$ cat src/rtl/hazard_pkg.sv
// Shared types and defaults for the pipeline hazard sequencer.
//   state_e             : FSM states of the stall controller
//   LU_CMP_W            : register-index width used by the load-use compare
//   LOAD_USE_CYCLES_DEF : default bubbles per load-use hazard (legal 1..3)
//   MEM_TIMEOUT_DEF     : default memory-stall watchdog limit (0 disables)
package hazard_pkg;

   localparam int unsigned LU_CMP_W            = 5;
   localparam int unsigned LOAD_USE_CYCLES_DEF = 1;
   localparam int unsigned MEM_TIMEOUT_DEF     = 255;

   typedef enum logic [1:0] {
      RUN      = 2'd0,
      BUBBLE   = 2'd1,
      MEM_WAIT = 2'd2
   } state_e;

endpackage

$ cat src/rtl/hazard_stall_controller_if.sv
// Hazard sideband between the ID-stage pipeline control and the stall controller.
//   master : pipeline side, drives hazard inputs and consumes enables/stalls
//   slave  : stall controller side
interface hazard_stall_controller_if;
   import hazard_pkg::*;

   logic [LU_CMP_W-1:0] IF_ID_RS1;
   logic [LU_CMP_W-1:0] IF_ID_RS2;
   logic [LU_CMP_W-1:0] ID_EX_RD;
   logic                ID_EX_MemRead;
   logic                Branch_Taken;
   logic                Mem_Stall;

   logic                PC_Write;
   logic                IF_ID_Write;
   logic                IF_ID_Flush;
   logic                ID_EX_Bubble;
   logic                Pipe_Freeze;
   logic                Mem_Timeout;

   modport master (
      output IF_ID_RS1, IF_ID_RS2, ID_EX_RD, ID_EX_MemRead, Branch_Taken, Mem_Stall,
      input  PC_Write, IF_ID_Write, IF_ID_Flush, ID_EX_Bubble, Pipe_Freeze, Mem_Timeout
   );

   modport slave (
      input  IF_ID_RS1, IF_ID_RS2, ID_EX_RD, ID_EX_MemRead, Branch_Taken, Mem_Stall,
      output PC_Write, IF_ID_Write, IF_ID_Flush, ID_EX_Bubble, Pipe_Freeze, Mem_Timeout
   );

endinterface

$ cat src/rtl/hazard_perf_counters.sv
// Saturating 32-bit event counters for bubble, freeze and flush cycles.
//   clk_i, rst_i       : clock, synchronous active-high reset
//   bubble_i/freeze_i/flush_i : per-cycle event strobes
//   *_cnt_o            : counter values
module hazard_perf_counters (
   input  logic        clk_i,
   input  logic        rst_i,
   input  logic        bubble_i,
   input  logic        freeze_i,
   input  logic        flush_i,
   output logic [31:0] loaduse_cnt_o,
   output logic [31:0] memstall_cnt_o,
   output logic [31:0] flush_cnt_o
);

   logic [31:0] lu_q, lu_d, ms_q, ms_d, fl_q, fl_d;

   // Increment on event, hold at all-ones.
   always_comb begin
      lu_d = lu_q;
      ms_d = ms_q;
      fl_d = fl_q;
      if (bubble_i && (lu_q != '1)) lu_d = lu_q + 32'd1;
      if (freeze_i && (ms_q != '1)) ms_d = ms_q + 32'd1;
      if (flush_i  && (fl_q != '1)) fl_d = fl_q + 32'd1;
   end

   always_ff @(posedge clk_i) begin
      if (rst_i) begin
         lu_q <= '0;
         ms_q <= '0;
         fl_q <= '0;
      end else begin
         lu_q <= lu_d;
         ms_q <= ms_d;
         fl_q <= fl_d;
      end
   end

   assign loaduse_cnt_o  = lu_q;
   assign memstall_cnt_o = ms_q;
   assign flush_cnt_o    = fl_q;

endmodule

$ cat src/rtl/hazard_stall_controller.sv
// Pipeline hazard sequencer: load-use bubbles, taken-branch flushes, memory-stall
// freezes and a sticky memory-stall watchdog. Outputs are combinational.
//   clk_i, rst_i : clock, synchronous active-high reset
//   bus (slave)  : hazard inputs and PC/IF-ID/ID-EX/freeze controls
//   Perf_*_Cnt   : event counters, present only with HAZARD_PERF_EN defined
module hazard_stall_controller
   import hazard_pkg::*;
#(
   parameter int unsigned LOAD_USE_CYCLES = LOAD_USE_CYCLES_DEF,
   parameter int unsigned MEM_TIMEOUT     = MEM_TIMEOUT_DEF
) (
   input  logic                      clk_i,
   input  logic                      rst_i,
   hazard_stall_controller_if.slave  bus
`ifdef HAZARD_PERF_EN
   ,
   output logic [31:0]               Perf_LoadUse_Cnt,
   output logic [31:0]               Perf_MemStall_Cnt,
   output logic [31:0]               Perf_Flush_Cnt
`endif
);

   state_e     state_q, state_d, ret_state_q, ret_state_d, eff_state_c;
   logic [1:0] bub_cnt_q, bub_cnt_d;
   logic [7:0] timer_q, timer_d;
   logic       timeout_q, timeout_d;
   logic       lu_c;

   assign lu_c = bus.ID_EX_MemRead && (bus.ID_EX_RD != '0) &&
                 ((bus.ID_EX_RD == bus.IF_ID_RS1) || (bus.ID_EX_RD == bus.IF_ID_RS2));

   // Leaving MEM_WAIT behaves exactly like the interrupted state would this cycle.
   assign eff_state_c = ((state_q == MEM_WAIT) && !bus.Mem_Stall) ? ret_state_q : state_q;

   // State register.
   always_ff @(posedge clk_i) begin
      if (rst_i) begin
         state_q     <= RUN;
         ret_state_q <= RUN;
         bub_cnt_q   <= 2'd0;
         timer_q     <= 8'd0;
         timeout_q   <= 1'b0;
      end else begin
         state_q     <= state_d;
         ret_state_q <= ret_state_d;
         bub_cnt_q   <= bub_cnt_d;
         timer_q     <= timer_d;
         timeout_q   <= timeout_d;
      end
   end

   // Next-state logic.
   always_comb begin
      state_d     = eff_state_c;
      ret_state_d = ret_state_q;
      bub_cnt_d   = bub_cnt_q;
      timer_d     = 8'd0;
      timeout_d   = timeout_q;
      if (bus.Mem_Stall) begin
         state_d = MEM_WAIT;
         case (state_q)
            RUN: begin
               ret_state_d = RUN;
               timer_d     = 8'd1;
            end
            BUBBLE: begin
               ret_state_d = BUBBLE;
               timer_d     = 8'd1;
            end
            default: timer_d = (timer_q == 8'hFF) ? timer_q : timer_q + 8'd1;
         endcase
         // timer_d counts consecutive stall cycles including this one.
         if ((MEM_TIMEOUT != 0) && (timer_d == 8'(MEM_TIMEOUT))) timeout_d = 1'b1;
      end else begin
         case (eff_state_c)
            RUN: begin
               if (lu_c && (LOAD_USE_CYCLES > 1)) begin
                  bub_cnt_d = 2'(LOAD_USE_CYCLES - 1);
                  state_d   = BUBBLE;
               end else begin
                  state_d = RUN;
               end
            end
            BUBBLE: begin
               bub_cnt_d = bub_cnt_q - 2'd1;
               state_d   = (bub_cnt_q == 2'd1) ? RUN : BUBBLE;
            end
            default: state_d = RUN;
         endcase
      end
   end

   // Output logic; reset forces the idle pattern.
   always_comb begin
      bus.PC_Write     = 1'b1;
      bus.IF_ID_Write  = 1'b1;
      bus.IF_ID_Flush  = 1'b0;
      bus.ID_EX_Bubble = 1'b0;
      bus.Pipe_Freeze  = 1'b0;
      bus.Mem_Timeout  = timeout_q && !rst_i;
      if (!rst_i) begin
         if (bus.Mem_Stall) begin
            bus.PC_Write    = 1'b0;
            bus.IF_ID_Write = 1'b0;
            bus.Pipe_Freeze = 1'b1;
         end else begin
            case (eff_state_c)
               RUN: begin
                  if (lu_c) begin
                     bus.PC_Write     = 1'b0;
                     bus.IF_ID_Write  = 1'b0;
                     bus.ID_EX_Bubble = 1'b1;
                  end else if (bus.Branch_Taken) begin
                     bus.IF_ID_Flush = 1'b1;
                  end
               end
               BUBBLE: begin
                  bus.PC_Write     = 1'b0;
                  bus.IF_ID_Write  = 1'b0;
                  bus.ID_EX_Bubble = 1'b1;
               end
               default: ;
            endcase
         end
      end
   end

`ifdef HAZARD_PERF_EN
   hazard_perf_counters u_perf (
      .clk_i          (clk_i),
      .rst_i          (rst_i),
      .bubble_i       (bus.ID_EX_Bubble),
      .freeze_i       (bus.Pipe_Freeze),
      .flush_i        (bus.IF_ID_Flush),
      .loaduse_cnt_o  (Perf_LoadUse_Cnt),
      .memstall_cnt_o (Perf_MemStall_Cnt),
      .flush_cnt_o    (Perf_Flush_Cnt)
   );
`endif

endmodule

$ cat src/flat_wrapper.sv
// flat-port wrapper written by rule: the top's interface ports become plain ports
module hazard_stall_controller_flat import hazard_pkg::*;
#(
   parameter int unsigned LOAD_USE_CYCLES = LOAD_USE_CYCLES_DEF,
   parameter int unsigned MEM_TIMEOUT     = MEM_TIMEOUT_DEF
)
  (clk_i, rst_i, bus_IF_ID_RS1, bus_IF_ID_RS2, bus_ID_EX_RD, bus_ID_EX_MemRead, bus_Branch_Taken, bus_Mem_Stall, bus_PC_Write, bus_IF_ID_Write, bus_IF_ID_Flush, bus_ID_EX_Bubble, bus_Pipe_Freeze, bus_Mem_Timeout);
  hazard_stall_controller_if bus_i ();
  input  logic clk_i;
  input  logic rst_i;
  input wire logic [$bits(bus_i.IF_ID_RS1)-1:0] bus_IF_ID_RS1;
  input wire logic [$bits(bus_i.IF_ID_RS2)-1:0] bus_IF_ID_RS2;
  input wire logic [$bits(bus_i.ID_EX_RD)-1:0] bus_ID_EX_RD;
  input wire logic [$bits(bus_i.ID_EX_MemRead)-1:0] bus_ID_EX_MemRead;
  input wire logic [$bits(bus_i.Branch_Taken)-1:0] bus_Branch_Taken;
  input wire logic [$bits(bus_i.Mem_Stall)-1:0] bus_Mem_Stall;
  output wire logic [$bits(bus_i.PC_Write)-1:0] bus_PC_Write;
  output wire logic [$bits(bus_i.IF_ID_Write)-1:0] bus_IF_ID_Write;
  output wire logic [$bits(bus_i.IF_ID_Flush)-1:0] bus_IF_ID_Flush;
  output wire logic [$bits(bus_i.ID_EX_Bubble)-1:0] bus_ID_EX_Bubble;
  output wire logic [$bits(bus_i.Pipe_Freeze)-1:0] bus_Pipe_Freeze;
  output wire logic [$bits(bus_i.Mem_Timeout)-1:0] bus_Mem_Timeout;
  assign bus_i.IF_ID_RS1 = bus_IF_ID_RS1;
  assign bus_i.IF_ID_RS2 = bus_IF_ID_RS2;
  assign bus_i.ID_EX_RD = bus_ID_EX_RD;
  assign bus_i.ID_EX_MemRead = bus_ID_EX_MemRead;
  assign bus_i.Branch_Taken = bus_Branch_Taken;
  assign bus_i.Mem_Stall = bus_Mem_Stall;
  assign bus_PC_Write = bus_i.PC_Write;
  assign bus_IF_ID_Write = bus_i.IF_ID_Write;
  assign bus_IF_ID_Flush = bus_i.IF_ID_Flush;
  assign bus_ID_EX_Bubble = bus_i.ID_EX_Bubble;
  assign bus_Pipe_Freeze = bus_i.Pipe_Freeze;
  assign bus_Mem_Timeout = bus_i.Mem_Timeout;
  hazard_stall_controller #(.LOAD_USE_CYCLES(LOAD_USE_CYCLES), .MEM_TIMEOUT(MEM_TIMEOUT)) u_core (.clk_i(clk_i), .rst_i(rst_i), .bus(bus_i));
endmodule
$ cat config.mk
export PLATFORM = sky130hd
export DESIGN_NAME = hazard_stall_controller_flat
export DESIGN_NICKNAME = d
export VERILOG_FILES = /design/src/rtl/hazard_pkg.sv /design/src/rtl/hazard_stall_controller_if.sv /design/src/rtl/hazard_perf_counters.sv /design/src/rtl/hazard_stall_controller.sv /design/src/flat_wrapper.sv
export SDC_FILE = /design/constraint.sdc
export NUM_CORES = 1
export LEC_CHECK = 0
export CELL_PAD_IN_SITES_DETAIL_PLACEMENT = 2
export CELL_PAD_IN_SITES_GLOBAL_PLACEMENT = 2
export CORE_UTILIZATION = 28
export CTS_BUF_LIST = sky130_fd_sc_hd__clkbuf_4
export DETAILED_ROUTE_END_ITERATION = 7
export GPL_TIMING_DRIVEN = 0
export PLACE_DENSITY = 0.86
export SYNTH_ARGS = -nofsm -noshare
export SYNTH_HDL_FRONTEND = slang
export SYNTH_HIERARCHICAL = 1
export SYNTH_SLANG_ARGS = --single-unit
$ cat constraint.sdc
create_clock -name clk_i -period 2.58 [get_ports clk_i]
set_clock_uncertainty 0.15 [all_clocks]
set_input_delay 0.258 -clock clk_i [delete_from_list [all_inputs] [get_ports clk_i]]
set_output_delay 0.258 -clock clk_i [all_outputs]
set_load 0.05 [all_outputs]
# After elaboration in Yosys (flattened, before gate mapping)
# Index checks and enable logic that the tools add are counted.
[classes]
add_sub_neg = 2
mux = 23
bitwise = 2
n_eq_ne = 8
n_reduce_logical = 17
[ops]
columns = ["op", "n"]
rows = [
  ["$mux W8", 3],
  ["$eq A8 B8 Y1 const B", 2],
  ["$mux W1", 14],
  ["$eq A5 B5 Y1", 2],
  ["$add A8 B1 Y8 const B", 1],
  ["$eq A2 B1 Y1 const B", 3],
  ["$mux W2", 3],
  ["$reduce_and A2 Y1", 3],
  ["$reduce_bool A5 Y1", 1],
  ["$logic_and A1 B1 Y1", 4],
  ["$logic_not A2 Y1", 2],
  ["$pmux W1 S2", 2],
  ["$pmux W2 S2", 1],
  ["$reduce_or A2 Y1", 2],
  ["$reduce_or A3 Y1", 1],
  ["$eq A2 B2 Y1 const B", 1],
  ["$logic_not A1 Y1", 2],
  ["$not A1 Y1", 2],
  ["$reduce_bool A2 Y1", 1],
  ["$sub A2 B1 Y2 const B", 1],
  ["$logic_or A1 B1 Y1", 1],
]
[totals]
word_cells = 58
output_inout_bits = 6
regBits = 15
input_bits = 20

# Logic depth before layout (Yosys ltp)
[logic_depth]
word_depth = 7
depth_mapped = 7
depth_no_buf = 6

# Worst setup path before layout
# OpenSTA, ideal clock, no wires.
[synth_path]
kind = "input to output"
startpoint = "in bus_ID_EX_RD[1]"
endpoint = "out bus_PC_Write"
path_buffers = 1
path_slack_ns = -0.982
arrival_time_ns = 3.154
required_ns = 2.172
stages = 5
path_cell_list = "or4_1 -> o21ai_0 -> nor2_1 -> o41ai_1 -> buf_4"
[synth_via]
elab_chain_cells = 7
elab_cells_between_ends = 10
classes_between = "eq/ne (2); mux (4); reduce/logical (4)"
[synth_rtl]
columns = ["item", "line", "rtl"]
rows = [
  ["start, declared", "flat_wrapper.sv:13", "input wire logic [$bits(bus_i.ID_EX_RD)-1:0] bus_ID_EX_RD;"],
  ["$eq A5 B5 Y1 or $reduce_bool A5 Y1 (tied branches)", "hazard_stall_controller.sv:30, hazard_stall_controller.sv:29", ""],
  ["$logic_or A1 B1 Y1 or $logic_and A1 B1 Y1 (tied branches)", "hazard_stall_controller.sv:30, hazard_stall_controller.sv:29", ""],
  ["$logic_and A1 B1 Y1 (*)", "hazard_stall_controller.sv:29", "assign lu_c = bus.ID_EX_MemRead && (bus.ID_EX_RD != '0) &&"],
  ["$mux W1 (*)", "--", ""],
  ["$pmux W1 S2 (*)", "--", ""],
  ["$mux W1 (*) (2 in series)", "--", ""],
  ["end, declared", "flat_wrapper.sv:17", "output wire logic [$bits(bus_i.PC_Write)-1:0] bus_PC_Write;"],
]
# Every way passes the cells marked *; elsewhere a longest branch is shown, timed or not.

# Worst setup path in the final report
[layout_path]
startpoint = "in bus_ID_EX_RD[4]"
endpoint = "out bus_PC_Write"
[layout_via]
elab_chain_cells = 7
elab_cells_between_ends = 10
classes_between = "eq/ne (2); mux (4); reduce/logical (4)"
[layout_rtl]
columns = ["item", "line", "rtl"]
rows = [
  ["$eq A5 B5 Y1 or $reduce_bool A5 Y1 (tied branches)", "hazard_stall_controller.sv:30, hazard_stall_controller.sv:29", ""],
  ["$logic_or A1 B1 Y1 or $logic_and A1 B1 Y1 (tied branches)", "hazard_stall_controller.sv:30, hazard_stall_controller.sv:29", ""],
  ["$logic_and A1 B1 Y1 (*)", "hazard_stall_controller.sv:29", ""],
  ["$mux W1 (*)", "hazard_stall_controller.sv:109", "if (lu_c) begin"],
  ["$pmux W1 S2 (*)", "hazard_stall_controller.sv:107", "case (eff_state_c)"],
  ["$mux W1 (*)", "hazard_stall_controller.sv:102", "if (bus.Mem_Stall) begin"],
  ["$mux W1 (*)", "hazard_stall_controller.sv:101", "if (!rst_i) begin"],
]
# Marked as above.

==> reports/qor.yml <==
status: "finished, final reports clean"
vias: 961
clkSinkCount: 14
power.density_nw_per_um2: 354
wl_per_cell_um: 15.5
reg2reg_from: "u_core/timer_q[1]"
dieWidth_um: 59.7
grt_use_total: 0.181
maxCapViolCount: 0
synth_nets: 136
insertion_delay_ns: 0.29
final_max_slew_viol_count: 0
regArea_um2: 280
report.final.setup_viol: 0
synth_enable_flop_cells: 0
grt_max_degree: 11
postSynthCellCount: 114
ios: 26
async_flop_share: 0
totalWireLength_um: 2870
holdBufCountCts: 0
globalRoute.totalOverflow: 0
postPlaceCellArea_um2: 1240
detail-route-antenna-nets: 0
diodes: 0
dp.cells: 181
power_mw: 0.450
instances_no_fill: 185
tightest_slew_ns: 0.497
coreArea_um2: 3100
antenna_found_initial: 0
crit_buf_inv: 3
post_route_cells_drive_above_1_share: 0.149
synth-seq-area-share: 0.301
finalCritPeriodShare: 0.950
synth.most_common_cell: "nor2_1"
fin_area_um2: 1270
cts_buffers: 3
reg2reg_slack_ns: 0.49
ys_warn_count: 6
die_area_um2: 3560
drt_iter0_markers: 20
place_ws_ns: -0.747
cts_root_buf: "clkbuf_4"
synth_cell_types: 38
num-nets-final: 164
p_leak_nw: 0.468
hold_viol_final: 0
avgSynthCellArea_um2: 8.18
peakVddDrop_v: 0.000215
area_growth_pct: 36.1
criticalPathCategory: "primary input to output port"
final.min_clock_period_ns: 2.45
cp_max_fo: 3
synth_largest_area_cell: "dfxtp_1"
std_cell_rows: 20
drc_errors: 0
synth.area.top_cells: "dfxtp_1, xor2_1, nor2_1"
worst_ep_required_time_ns: 2.17
end_kind: "output port"
synthDominantCellAreaShare: 0.301
grt_pass1_wl_um: 4780
slowest_stage: "clkdlybuf4s50_1"
synth-seq-cells: 14
fin_tns_setup_ns: 0
whs_ns: 0.00935
rsz0062_at_grt: "yes"
relSlewSlack: 0.668
synthFlopType: "dfxtp_1"
cp_top_family: "buffers and inverters"
max_freq_mhz: 408
worst_setup_path_start_kind: "primary input"
synthTopCellsByCount: "nor2_1, dfxtp_1, xor2_1"
port_buffers: 23
worstPathCellList: "clkdlybuf4s50_1 -> or4_4 -> o21ai_2 -> nor2_1 -> o41ai_4 -> buf_4 -> buf_6"
vias_per_cell: 5.19
arrival_ns: 2.04
die_y_um: 59.7
cts.htree.levels: 1
setup_slack_ns: 0.129
clockBufferDepth: 2
initial_utilization: 0.300
post-route-util: 0.409
fillers: 369
netlist_area_um2: 932
cts_tree: "yes"
startpoint: "bus_ID_EX_RD[4]"
dpl.hpwl_um: 2400
first_pass_iters: 2
multi_input_area_um2: 614
grt_pass1_vias: 1067
place_congestion: 0.790
clk_pin_slew_ns: 0.10
max_stage_delay_ns: 0.47
hp-start: "rst_i"
hp-class: "primary input to register"
metal layers:
metal	part of all wire	track usage	routed length [µm]
met1	0.41	0.192	1180
met2	0.56	0.363	1600
met3	0.027	0.0390	78
met4	0.0031	0.0299	9
met5	0	0	0
sequential cells by signal, summed over array words and instances, names as in the netlist:
| signal | cells |
|---|---|
| u_core/timer_q | 8 |
| u_core/state_q | 2 |
| u_core/timeout_q | 1 |
| u_core/ret_state_q | 1 |
| u_core/bub_cnt_q | 2 |
worst register-to-register path, delay by kind of cell, from the launching register on:
kind	cells	cell delay, ns
buf+inv	1	0.21
fa+ha+maj	1	0.18
compound gates	4	0.88
flops	1	0.44
simple gates	1	0.15
cell families after synthesis:
kind of cell,count (synthesis),share of synthesized area
AOI/OAI and AO/OA,19,0.160
xor gates and xnor gates,14,0.132
adders and majority gates,2,0.0268
buffers and inverters,11,0.0685
DFF,14,0.301
muxes,4,0.0443
and+or+nand+nor,50,0.268
area by class of cell:
cell class                 count  share of cell area
inverter                       5              0.0148
buffer                         6              0.0355
clock inverter                 1             0.00296
tap                           44              0.0434
sequential                    14               0.221
multi-input combinational     89               0.484
timing repair buffer          23               0.180
clock buffer                   3              0.0178
worst paths after layout:
| path | end | cells after the start |
|---|---|---|
| worst max-delay path | bus_PC_Write | 7 |
| worst min register to register | u_core/timeout_q | 2 |
| worst max register to register | u_core/timeout_q | 7 |
| worst min-delay path | u_core/bub_cnt_q[1] | 2 |
what timing repair did:
item                                    CTS  global route
setup buffers                             0             0
cloned                                    0             0
endpoints found under the setup margin    4             3
resized for setup                        24             4
cell usage in the layout, fill, tap and decap left out, types with 4 or more instances in the layout:
master,synthesis,layout
nor2_1,19,19
clkdlybuf4s50_1,0,16
dfxtp_1,14,14
xor2_1,10,10
nor3_1,7,7
inv_1,5,5
nand2_1,5,5
xnor2_1,4,4
power by group:
| part | internal [mW] | switching (mW) | total [mW] |
|---|---|---|---|
| combinational | 0.0463 | 0.0443 | 0.0906 |
| clock | 0.0563 | 0.0817 | 0.138 |
| sequential | 0.218 | 0.00317 | 0.221 |
No activity file was read; power rests on OpenSTA's default activity.
